$ cat config.mk
export PLATFORM = sky130hd
export DESIGN_NAME = bram_rd_arbiter
export DESIGN_NICKNAME = d
export VERILOG_FILES = /design/src/rtl/cnn_mem_pkg.sv /design/src/rtl/bram_rd_arbiter_chk.sv /design/src/rtl/bram_rd_arbiter_rr.sv /design/src/rtl/bram_rd_arbiter.sv
export SDC_FILE = /design/constraint.sdc
export NUM_CORES = 1
export LEC_CHECK = 0
export BUFFER_PORTS_ARGS = -buffer_cell sky130_fd_sc_hd__buf_2
export CORE_ASPECT_RATIO = 0.7
export CORE_UTILIZATION = 25
export CTS_BUF_LIST = sky130_fd_sc_hd__clkbuf_4
export DETAILED_ROUTE_END_ITERATION = 10
export GPL_ROUTABILITY_DRIVEN = 1
export HOLD_SLACK_MARGIN = 0.08
export PLACE_DENSITY = 0.48
export RECOVER_POWER = 50
export SKIP_CTS_REPAIR_TIMING = 1
export SKIP_LAST_GASP = 1
export SYNTH_ARGS = -nofsm -noshare
export SYNTH_HDL_FRONTEND = slang
export SYNTH_SLANG_ARGS = --single-unit
export TNS_END_PERCENT = 20
$ cat constraint.sdc
create_clock -name clk -period 4.85 [get_ports clk]
set_input_delay 0.97 -clock clk [delete_from_list [all_inputs] [get_ports clk]]
set_output_delay 0.97 -clock clk [all_outputs]
set_load 0.05 [all_outputs]
$ cat src/rtl/cnn_mem_pkg.sv
// Shared memory-side defaults and helpers for the CNN BRAM access blocks.
package cnn_mem_pkg;

  localparam int DW_DEF    = 16;
  localparam int DEPTH_DEF = 1024;

  // Width needed to index n items, never below one bit.
  function automatic int clog2_min1(input int n);
    return (n <= 1) ? 1 : $clog2(n);
  endfunction

  localparam int AW_DEF = clog2_min1(DEPTH_DEF);

  typedef logic        [AW_DEF-1:0] addr_t;
  typedef logic signed [DW_DEF-1:0] data_t;

endpackage

$ cat src/rtl/bram_rd_arbiter_chk.sv
// Simulation checks on the BRAM port B request stream.
module bram_rd_arbiter_chk #(
  parameter int AW    = 10,
  parameter int DEPTH = 1024
) (
  input logic          clk,
  input logic          rst_n,
  input logic          b_en,
  input logic [AW-1:0] b_addr
);

  // A granted read must address a word that exists in the BRAM.
  a_addr_in_range: assert property (@(posedge clk) disable iff (!rst_n)
    b_en |-> ({1'b0, b_addr} < (AW+1)'(DEPTH)));

endmodule

$ cat src/rtl/bram_rd_arbiter_rr.sv
// Round-robin arbiter with burst lock: combinational one-hot grant,
// registered rotation pointer and lock owner.
module rr_arbiter
  import cnn_mem_pkg::*;
#(
  parameter int N = 4,
  localparam int IW = clog2_min1(N)
) (
  input  logic          clk,
  input  logic          rst_n,
  input  logic [N-1:0]  req,
  input  logic [N-1:0]  lock,
  output logic [N-1:0]  gnt,
  output logic [IW-1:0] gidx,
  output logic          gvalid
);

  logic [IW-1:0] ptr;
  logic [IW-1:0] owner;
  logic          owner_vld;
  logic [IW-1:0] cand;

  // Grant selection: a live lock owner wins, else scan upward from ptr+1.
  always_comb begin
    gnt    = '0;
    gidx   = '0;
    gvalid = 1'b0;
    cand   = '0;
    if (owner_vld && req[owner]) begin
      gidx   = owner;
      gvalid = 1'b1;
    end else begin
      for (int i = 1; i <= N; i++) begin
        cand = IW'((int'(ptr) + i) % N);
        if (!gvalid && req[cand]) begin
          gidx   = cand;
          gvalid = 1'b1;
        end else begin
          gvalid = gvalid;
        end
      end
    end
    if (gvalid) begin
      gnt[gidx] = 1'b1;
    end else begin
      gnt = '0;
    end
  end

  // Pointer follows the last winner; lock is taken only by a winner asking for it.
  always_ff @(posedge clk or negedge rst_n) begin
    if (!rst_n) begin
      ptr       <= '0;
      owner     <= '0;
      owner_vld <= 1'b0;
    end else if (gvalid) begin
      ptr       <= gidx;
      owner     <= gidx;
      owner_vld <= lock[gidx];
    end else begin
      owner_vld <= 1'b0;
    end
  end

endmodule

$ cat src/rtl/bram_rd_arbiter.sv
// Shares BRAM read port B among NREQ requesters, passes the writer to port A,
// and returns tagged read data one cycle after grant with write-first forwarding.
module bram_rd_arbiter
  import cnn_mem_pkg::*;
#(
  parameter int NREQ  = 4,
  parameter int DW    = DW_DEF,
  parameter int DEPTH = DEPTH_DEF,
  localparam int AW   = clog2_min1(DEPTH),
  localparam int IW   = clog2_min1(NREQ)
) (
  input  logic                 clk,
  input  logic                 rst_n,
  input  logic [NREQ-1:0]      req,
  input  logic [NREQ-1:0]      lock,
  input  logic [NREQ*AW-1:0]   addr,
  output logic [NREQ-1:0]      gnt,
  output logic                 rvalid,
  output logic [IW-1:0]        rid,
  output logic signed [DW-1:0] rdata,
  input  logic                 wr_en,
  input  logic [AW-1:0]        wr_addr,
  input  logic signed [DW-1:0] wr_data,
  output logic                 a_en,
  output logic                 a_we,
  output logic [AW-1:0]        a_addr,
  output logic signed [DW-1:0] a_din,
  output logic                 b_en,
  output logic [AW-1:0]        b_addr,
  input  logic signed [DW-1:0] b_dout
);

  logic [IW-1:0]        gidx;
  logic                 gvalid;
  logic                 collide;
  logic                 fwd;
  logic signed [DW-1:0] fwd_data;
  logic signed [DW-1:0] rd_mux;
  logic signed [DW-1:0] rdata_hold;

  rr_arbiter #(.N(NREQ)) u_rr (
    .clk    (clk),
    .rst_n  (rst_n),
    .req    (req),
    .lock   (lock),
    .gnt    (gnt),
    .gidx   (gidx),
    .gvalid (gvalid)
  );

  bram_rd_arbiter_chk #(.AW(AW), .DEPTH(DEPTH)) u_chk (
    .clk    (clk),
    .rst_n  (rst_n),
    .b_en   (b_en),
    .b_addr (b_addr)
  );

  // Writes go straight through; the arbiter never stalls port A.
  assign a_en   = wr_en;
  assign a_we   = wr_en;
  assign a_addr = wr_addr;
  assign a_din  = wr_data;
  assign b_en   = gvalid;

  // Route the winner's address to port B; park at zero when idle.
  always_comb begin
    b_addr = '0;
    if (gvalid) begin
      b_addr = addr[int'(gidx)*AW +: AW];
    end else begin
      b_addr = '0;
    end
  end

  assign collide = gvalid && wr_en && (wr_addr == b_addr);

  // Response pipe: valid/id one cycle after grant, plus captured write data on collision.
  always_ff @(posedge clk or negedge rst_n) begin
    if (!rst_n) begin
      rvalid   <= 1'b0;
      rid      <= '0;
      fwd      <= 1'b0;
      fwd_data <= '0;
    end else begin
      rvalid <= gvalid;
      fwd    <= collide;
      if (gvalid) begin
        rid <= gidx;
      end
      if (collide) begin
        fwd_data <= wr_data;
      end
    end
  end

  // Keep the last delivered word so rdata is stable between responses.
  always_ff @(posedge clk or negedge rst_n) begin
    if (!rst_n) begin
      rdata_hold <= '0;
    end else if (rvalid) begin
      rdata_hold <= rd_mux;
    end
  end

  // Write-first: a same-cycle write to the read address overrides the BRAM's old word.
  always_comb begin
    rd_mux = fwd ? fwd_data : b_dout;
    if (rvalid) begin
      rdata = rd_mux;
    end else begin
      rdata = rdata_hold;
    end
  end

endmodule

# ---- Word level (Yosys, flattened, before mapping)
# Cells that the tools add are included.
dict set report classes {
  n_reduce_logical 10
  order_cmp 7
  n_mul 1
  add_sub_neg 4
  shift 1
  mux 32
  n_eq_ne 1
}
# cell count
set op_table {}
lappend op_table {{40-bit by 7-bit variable part select with 10-bit output} 1}
lappend op_table {{16-bit 2-to-1 mux} 2}
lappend op_table {{2-bit by 3-bit less-than comparator with 1-bit output, second input constant} 6}
lappend op_table {{1-bit 2-to-1 mux} 16}
lappend op_table {{1-bit binary-select mux with 2-bit select} 6}
lappend op_table {{10-bit equality test} 1}
lappend op_table {{10-bit 2-to-1 mux} 1}
lappend op_table {{2-bit 2-to-1 mux} 5}
lappend op_table {{1-bit logical AND} 7}
lappend op_table {{2-bit by 3-bit multiplier with 5-bit output, second input constant} 1}
lappend op_table {{2-bit by 1-bit adder with 2-bit output, second input constant} 2}
lappend op_table {{2-bit adder, second input constant} 2}
lappend op_table {{4-bit 2-to-1 mux} 1}
lappend op_table {{1-bit logical NOT} 3}
lappend op_table {{1-bit demux with 2-bit select} 1}
lappend op_table {{2-bit by 1-bit greater-or-equal comparator with 1-bit output, second input constant} 1}
dict set report word_totals {
  wordCells 62
  register_bits 37
  input_bits 93
  out_inout_bits 62
}

# ---- Logic depth before layout (Yosys ltp)
dict set report depth {
  ltp_word 22
  ltp_mapped 15
  mapped_depth_nobuf 11
}

# ---- Modules after synthesis
# Synthesis repeated with hierarchy kept, for this count alone.
dict set report hier_totals {
  hier_cells 254
  area_unflattened_um2 2785.2
}
# module cells_each area_per_inst_um2 instances seq_area_each_um2
set by_module_without_submodules {}
lappend by_module_without_submodules {bram_rd_arbiter 180 2193.4 1 900.9}
lappend by_module_without_submodules {rr_arbiter 74 591.8 1 75.1}

# ---- Worst setup path before layout
# OpenSTA, ideal clock, no wires.
dict set report synth_path {
  path_type {input -> register}
  start {input req[0]}
  end {register fwd_data[0]}
  setup_ns 0.125
  t_arrival_ns 4.259
  path_slack_ns 0.466
  t_required_ns 4.725
  path_buffers 4
  path_stages 13
  cell_sequence {buf_2 > mux2i_1 > o2bb2ai_2 > o32ai_4 > mux2_2 > buf_4 > a211oi_2 > xor2_1 > nor4b_2 > and4b_1 > buf_6 > buf_12 > mux2_4}
}
dict set report synth_between {
  elab_chain_len 21
  word_cells_on_any_way 36
  cone_classes {mul (1); eq/ne (1); shift (1); mux (24); reduce/logical (9)}
}
# item line_no
set synth_lines {}
lappend synth_lines {{from (decl)} bram_rd_arbiter.sv:14} ;# input logic [NREQ-1:0] req,
lappend synth_lines {{1-bit binary-select mux with 2-bit select} bram_rd_arbiter_rr.sv:35} ;# if (!gvalid && req[cand]) begin
lappend synth_lines {{1-bit 2-to-1 mux (not written as such)} bram_rd_arbiter_rr.sv:35}
lappend synth_lines {{1-bit 2-to-1 mux} bram_rd_arbiter_rr.sv:35}
lappend synth_lines {{1-bit 2-to-1 mux} bram_rd_arbiter_rr.sv:29} ;# if (owner_vld && req[owner]) begin
lappend synth_lines {{1-bit logical NOT} bram_rd_arbiter_rr.sv:35}
lappend synth_lines {{1-bit logical AND} bram_rd_arbiter_rr.sv:35}
lappend synth_lines {{1-bit 2-to-1 mux} bram_rd_arbiter_rr.sv:35}
lappend synth_lines {{1-bit 2-to-1 mux} bram_rd_arbiter_rr.sv:29}
lappend synth_lines {{[6 not listed]} n/a}
lappend synth_lines {{2-bit 2-to-1 mux} bram_rd_arbiter_rr.sv:35}
lappend synth_lines {{2-bit 2-to-1 mux} bram_rd_arbiter_rr.sv:29}
lappend synth_lines {{2-bit by 3-bit multiplier with 5-bit output} bram_rd_arbiter.sv:69} ;# b_addr = addr[int'(gidx)*AW +: AW];
lappend synth_lines {{40-bit by 7-bit variable part select with 10-bit output} bram_rd_arbiter.sv:69}
lappend synth_lines {{10-bit 2-to-1 mux (*)} bram_rd_arbiter.sv:68} ;# if (gvalid) begin
lappend synth_lines {{net b_addr[1]} bram_rd_arbiter.sv:29} ;# output logic [AW-1:0] b_addr,
lappend synth_lines {{10-bit equality test (*)} bram_rd_arbiter.sv:75} ;# assign collide = gvalid && wr_en && (wr_addr == b_addr);
lappend synth_lines {{1-bit logical AND (*)} bram_rd_arbiter.sv:75}
lappend synth_lines {{to (signal assigned)} bram_rd_arbiter.sv:91} ;# fwd_data <= wr_data;
lappend synth_lines {{to (decl)} bram_rd_arbiter.sv:37} ;# logic signed [DW-1:0] fwd_data;
# Mark *: on every way through the listed nets, which the timed path passes. The rest lies on a longest branch. The select of a mux whose other input is x is not followed.
# A chain may end at the register's enable or synchronous reset.

# ---- Worst setup path after layout
dict set report layout_path {
  start {input req[1]}
  end {output b_addr[7]}
}
dict set report layout_between {
  elab_chain_len 19
  word_cells_on_any_way 33
  cone_classes {mul (1); shift (1); mux (24); reduce/logical (7)}
}
# item line_no
set layout_lines {}
lappend layout_lines {{1-bit binary-select mux with 2-bit select} bram_rd_arbiter_rr.sv:35}
lappend layout_lines {{1-bit 2-to-1 mux (not written as such)} bram_rd_arbiter_rr.sv:35}
lappend layout_lines {{1-bit 2-to-1 mux} bram_rd_arbiter_rr.sv:35}
lappend layout_lines {{1-bit 2-to-1 mux} bram_rd_arbiter_rr.sv:29}
lappend layout_lines {{1-bit logical NOT} bram_rd_arbiter_rr.sv:35}
lappend layout_lines {{1-bit logical AND} bram_rd_arbiter_rr.sv:35}
lappend layout_lines {{1-bit 2-to-1 mux} bram_rd_arbiter_rr.sv:35}
lappend layout_lines {{1-bit 2-to-1 mux} bram_rd_arbiter_rr.sv:29}
lappend layout_lines {{[3 not listed]} n/a}
lappend layout_lines {{1-bit 2-to-1 mux} bram_rd_arbiter_rr.sv:29}
lappend layout_lines {{1-bit logical NOT} bram_rd_arbiter_rr.sv:35}
lappend layout_lines {{1-bit logical AND} bram_rd_arbiter_rr.sv:35}
lappend layout_lines {{2-bit 2-to-1 mux} bram_rd_arbiter_rr.sv:35}
lappend layout_lines {{2-bit 2-to-1 mux} bram_rd_arbiter_rr.sv:29}
lappend layout_lines {{2-bit by 3-bit multiplier with 5-bit output} bram_rd_arbiter.sv:69}
lappend layout_lines {{40-bit by 7-bit variable part select with 10-bit output} bram_rd_arbiter.sv:69}
lappend layout_lines {{10-bit 2-to-1 mux (*)} bram_rd_arbiter.sv:68}
lappend layout_lines {{to (decl)} bram_rd_arbiter.sv:29}
# Every way passes the cells marked *; elsewhere a longest branch is shown, timed or not. The select of a mux whose other input is x is not followed.

==> impl_metrics.py <==
metrics = {
    "status": {
        "status": "complete, but fails checks",
        "violations": "DRC, capacitance limit, slew limit",
    },
    "cts": {
        "clock-sinks": 37,
        "ctsHtreeMaxLevel": 2,
        "cts-root-buf": "clkbuf_4",
        "cts_buffers": 5,
        "cts_tree": "built",
        "clock_tree.buffer_depth": 2,
        "clk_pin_slew_ns": 0.11,
        "clock_latency_ns": 0.35,
    },
    "synthesis": {
        "ys_seq_elements": 37,
        "async_reset_ff_share_pct": 100,
        "synth_top_cell_by_area": "dfrtp_1",
        "syn_inst": 350,
        "synth.avg_cell_area_sq_um": 9.27,
        "yosysTopAreaCellShare_pct": 28.5,
        "synth_area_leaders": "dfrtp_1, mux2i_1, buf_4",
        "ys_seq_area_share_pct": 28.5,
        "synth_fp_nets": 443,
        "synth.distinct_cells": 67,
        "syn_area_sq_um": 3240,
        "yosysWarnings": 0,
        "synthFlopType": "dfrtp_1",
        "synth-edff-count": 0,
    },
    "die": {
        "start_util_pct": 25.8,
        "coreArea_sq_um": 12500,
        "io_pins": 155,
        "die_h_microns": 97.3,
        "fp.dieArea_sq_um": 13400,
        "die_x_microns": 138,
        "rows": 34,
    },
    "timing": {
        "fin_crit_sh_pct": 90.2,
        "max_freq_ghz": 0.229,
        "rsz0062_at_grt": "no",
        "final.setup.tns_ns": 0,
        "max_slew.worst_pin.slew_ns": 2.04,
        "final_max_slew_viol_count": 38,
        "finalHoldViolCount": 0,
        "setup_viol": 0,
        "period_minus_slack_ns": 4.38,
        "max-slew-margin-rel_pct": -36.2,
        "final.setup_skew_ns": 0.0177,
    },
    "worst_setup_path": {
        "startpoint_type": "input port",
        "crit_fanout": 18,
        "path_buf_inv": 2,
        "crit_chain": "buf_2, mux2i_1, o2bb2ai_2, o32ai_4, mux2i_4, mux2i_1, a211oi_2, nor2_1, buf_2",
        "slowest_delay_ns": 0.63,
        "cp-end-kind": "output port",
        "cp_slowest_cell": "mux2i_4",
        "arrival_ns": 3.41,
        "criticalPathCategory": "in2out",
        "cpLargestDelayFamily": "multiplexers",
        "critPathRequiredTime_ns": 3.88,
    },
    "drt": {
        "antenna_left": 0,
        "drtPass1Iterations": 7,
        "wl_met3_microns": 637,
        "via_count": 3044,
        "wl_per_cell_microns": 15.5,
        "drc": 12,
        "wl_met2_microns": 4330,
        "totalWireLength_microns": 9690,
        "drtIter0Drc": 214,
        "dr.max_layer_used": "met4",
        "routedLengthMet1_microns": 4680,
        "via_per_inst": 4.85,
    },
    "layout": {
        "drive_above_1_share_pct": 40.4,
        "antenna_cells": 0,
        "final_cell_count_no_fill": 627,
        "area_delta_synth_final_pct": 22.3,
        "num-fill-cells": 1309,
        "fin_nets": 557,
    },
    "placement": {
        "post-place-cells": 619,
        "gp_congestion": 0.849,
        "dp_hpwl_microns": 7520,
        "port_buffers": 154,
    },
    "run": {
        "maxCapViolations": 1,
    },
    "grt": {
        "grt_pass1_wl_microns": 15400,
        "track_usage_pct": 14.1,
        "grt_pass1_vias": 2905,
        "grt_max_degree": 38,
        "overflow": 0,
        "grt_antenna_before_repair": 0,
    },
    "power": {
        "comb_power_share_pct": 72.7,
        "p_int_mw": 1.11,
        "pwr-share-seq_pct": 16.5,
        "powerDensity_nw_per_um2": 645,
        "p_switching_mw": 1.45,
        "p_sw_share_pct": 56.6,
        "peakVddDrop_mv": 0.485,
        "power.static_leakage_nw": 1.84,
        "p_clk_share_pct": 10.8,
    },
    "min_path": {
        "hp-class": "reg2reg",
    },
}
-- synth_stat cells (all sizes together), types with 3 or more instances --
cell type   n
nand2b      3
a21oi      22
nor2       39
xnor2       4
nor3        5
o21ai      14
a221o       3
mux2       18
inv        11
nand4       3
nand3       8
xor2        4
mux2i      32
a22oi      13
nor4        3
clkbuf     10
buf        42
and2        6
o211ai      6
a211oi      6
nand2      20
and3        3
dfrtp      37
-- final timing paths --
check / from / end / slack [ns] / cells after the start
min: fwd_data[8] / fwd_data[8] / 0.52 / 1
max reg2reg: u_rr.owner[0] / fwd_data[10] / 0.73 / 11
min in group asynchronous: rst_n / rdata_hold[12] / 1.18 / 1
max: req[1] / b_addr[7] / 0.47 / 9
min reg2reg: fwd_data[8] / fwd_data[8] / 0.52 / 1
max in group asynchronous: rst_n / u_rr.owner[1] / 2.49 / 1
-- flip-flops by register name, summed over array words and instances, names as in the netlist --
register / count
fwd: 1
rdata_hold: 16
u_rr.owner: 2
rvalid: 1
u_rr.owner_vld: 1
fwd_data: 16
-- routing by layer --
layer | track usage (%) | up-vias
met5 | 0 | -
met3 | 2.17 | 4
li1 | - | 1478
met1 | 20.1 | 1434
met2 | 22.8 | 128
met4 | 2.33 | 0
-- cells in the final DEF, fill, tap and decap left out, types with 3 or more instances in the layout --
cell type	Yosys	layout
xnor2_1	4	4
a211oi_2	3	3
nand2b_1	3	3
nor3_1	5	5
a22oi_1	13	13
and2_1	6	6
clkbuf_4	0	5
nand3_1	8	8
buf_4	31	4
nor2_1	37	37
xor2_1	4	4
nand2_1	20	20
clkbuf_1	10	16
o211ai_1	5	5
mux2_4	10	10
inv_1	11	11
dfrtp_1	37	37
and3_1	3	3
o21ai_0	13	13
buf_2	5	139
nand4_1	3	3
mux2i_1	31	31
a211oi_1	3	3
a21oi_1	22	22
mux2_2	8	8
a221o_1	3	3
-- cell type report --
cell class	instances	area [sq um]	share of cell area [%]
Timing Repair Buffer	159	786	19.8
Clock buffer	5	37.5	0.946
Sequential cell	37	926	23.3
Tap cell	162	203	5.11
Inverter	11	41.3	1.04
Multi-Input combinational cell	250	1900	48.0
Clock inverter	3	68.8	1.74
-- cell families after synthesis --
group	synth area share (%)
AND/OR/NAND/NOR	17.1
AO/OA/AOI/OAI	21.8
buffers and inverters	12.7
multiplexers	17.7
flip-flops	28.5
XOR/XNOR	2.16
-- power by group through the flow --
| stage | Sequential [mW] | Clock [mW] | Combinational (mW) |
|---|---|---|---|
| floorplan | 0.424 | 0 | 1.49 |
| global route | 0.434 | 0.302 | 2.01 |
| global placement | 0.430 | 0 | 1.86 |
| CTS | 0.425 | 0.287 | 1.87 |
| finish | 0.423 | 0.276 | 1.86 |
| detailed placement | 0.431 | 0 | 1.87 |
-- through the flow --
stage	worst slack (ns)	hold slack, ns	utilization, %	cell area (sq um)	total power [mW]
final	0.474	0.519	31.6	3970	2.56
after global routing	0.201	0.548	31.6	3970	2.74
after CTS	0.441	0.526	31.8	3990	2.59
after detailed placement	0.362	0.497	30.9	3880	2.30
after global placement	0.407	0.492	30.9	3880	2.29
after floorplan	0.466	0.480	-	3240	1.92
Power figures use the tool's default switching activity.
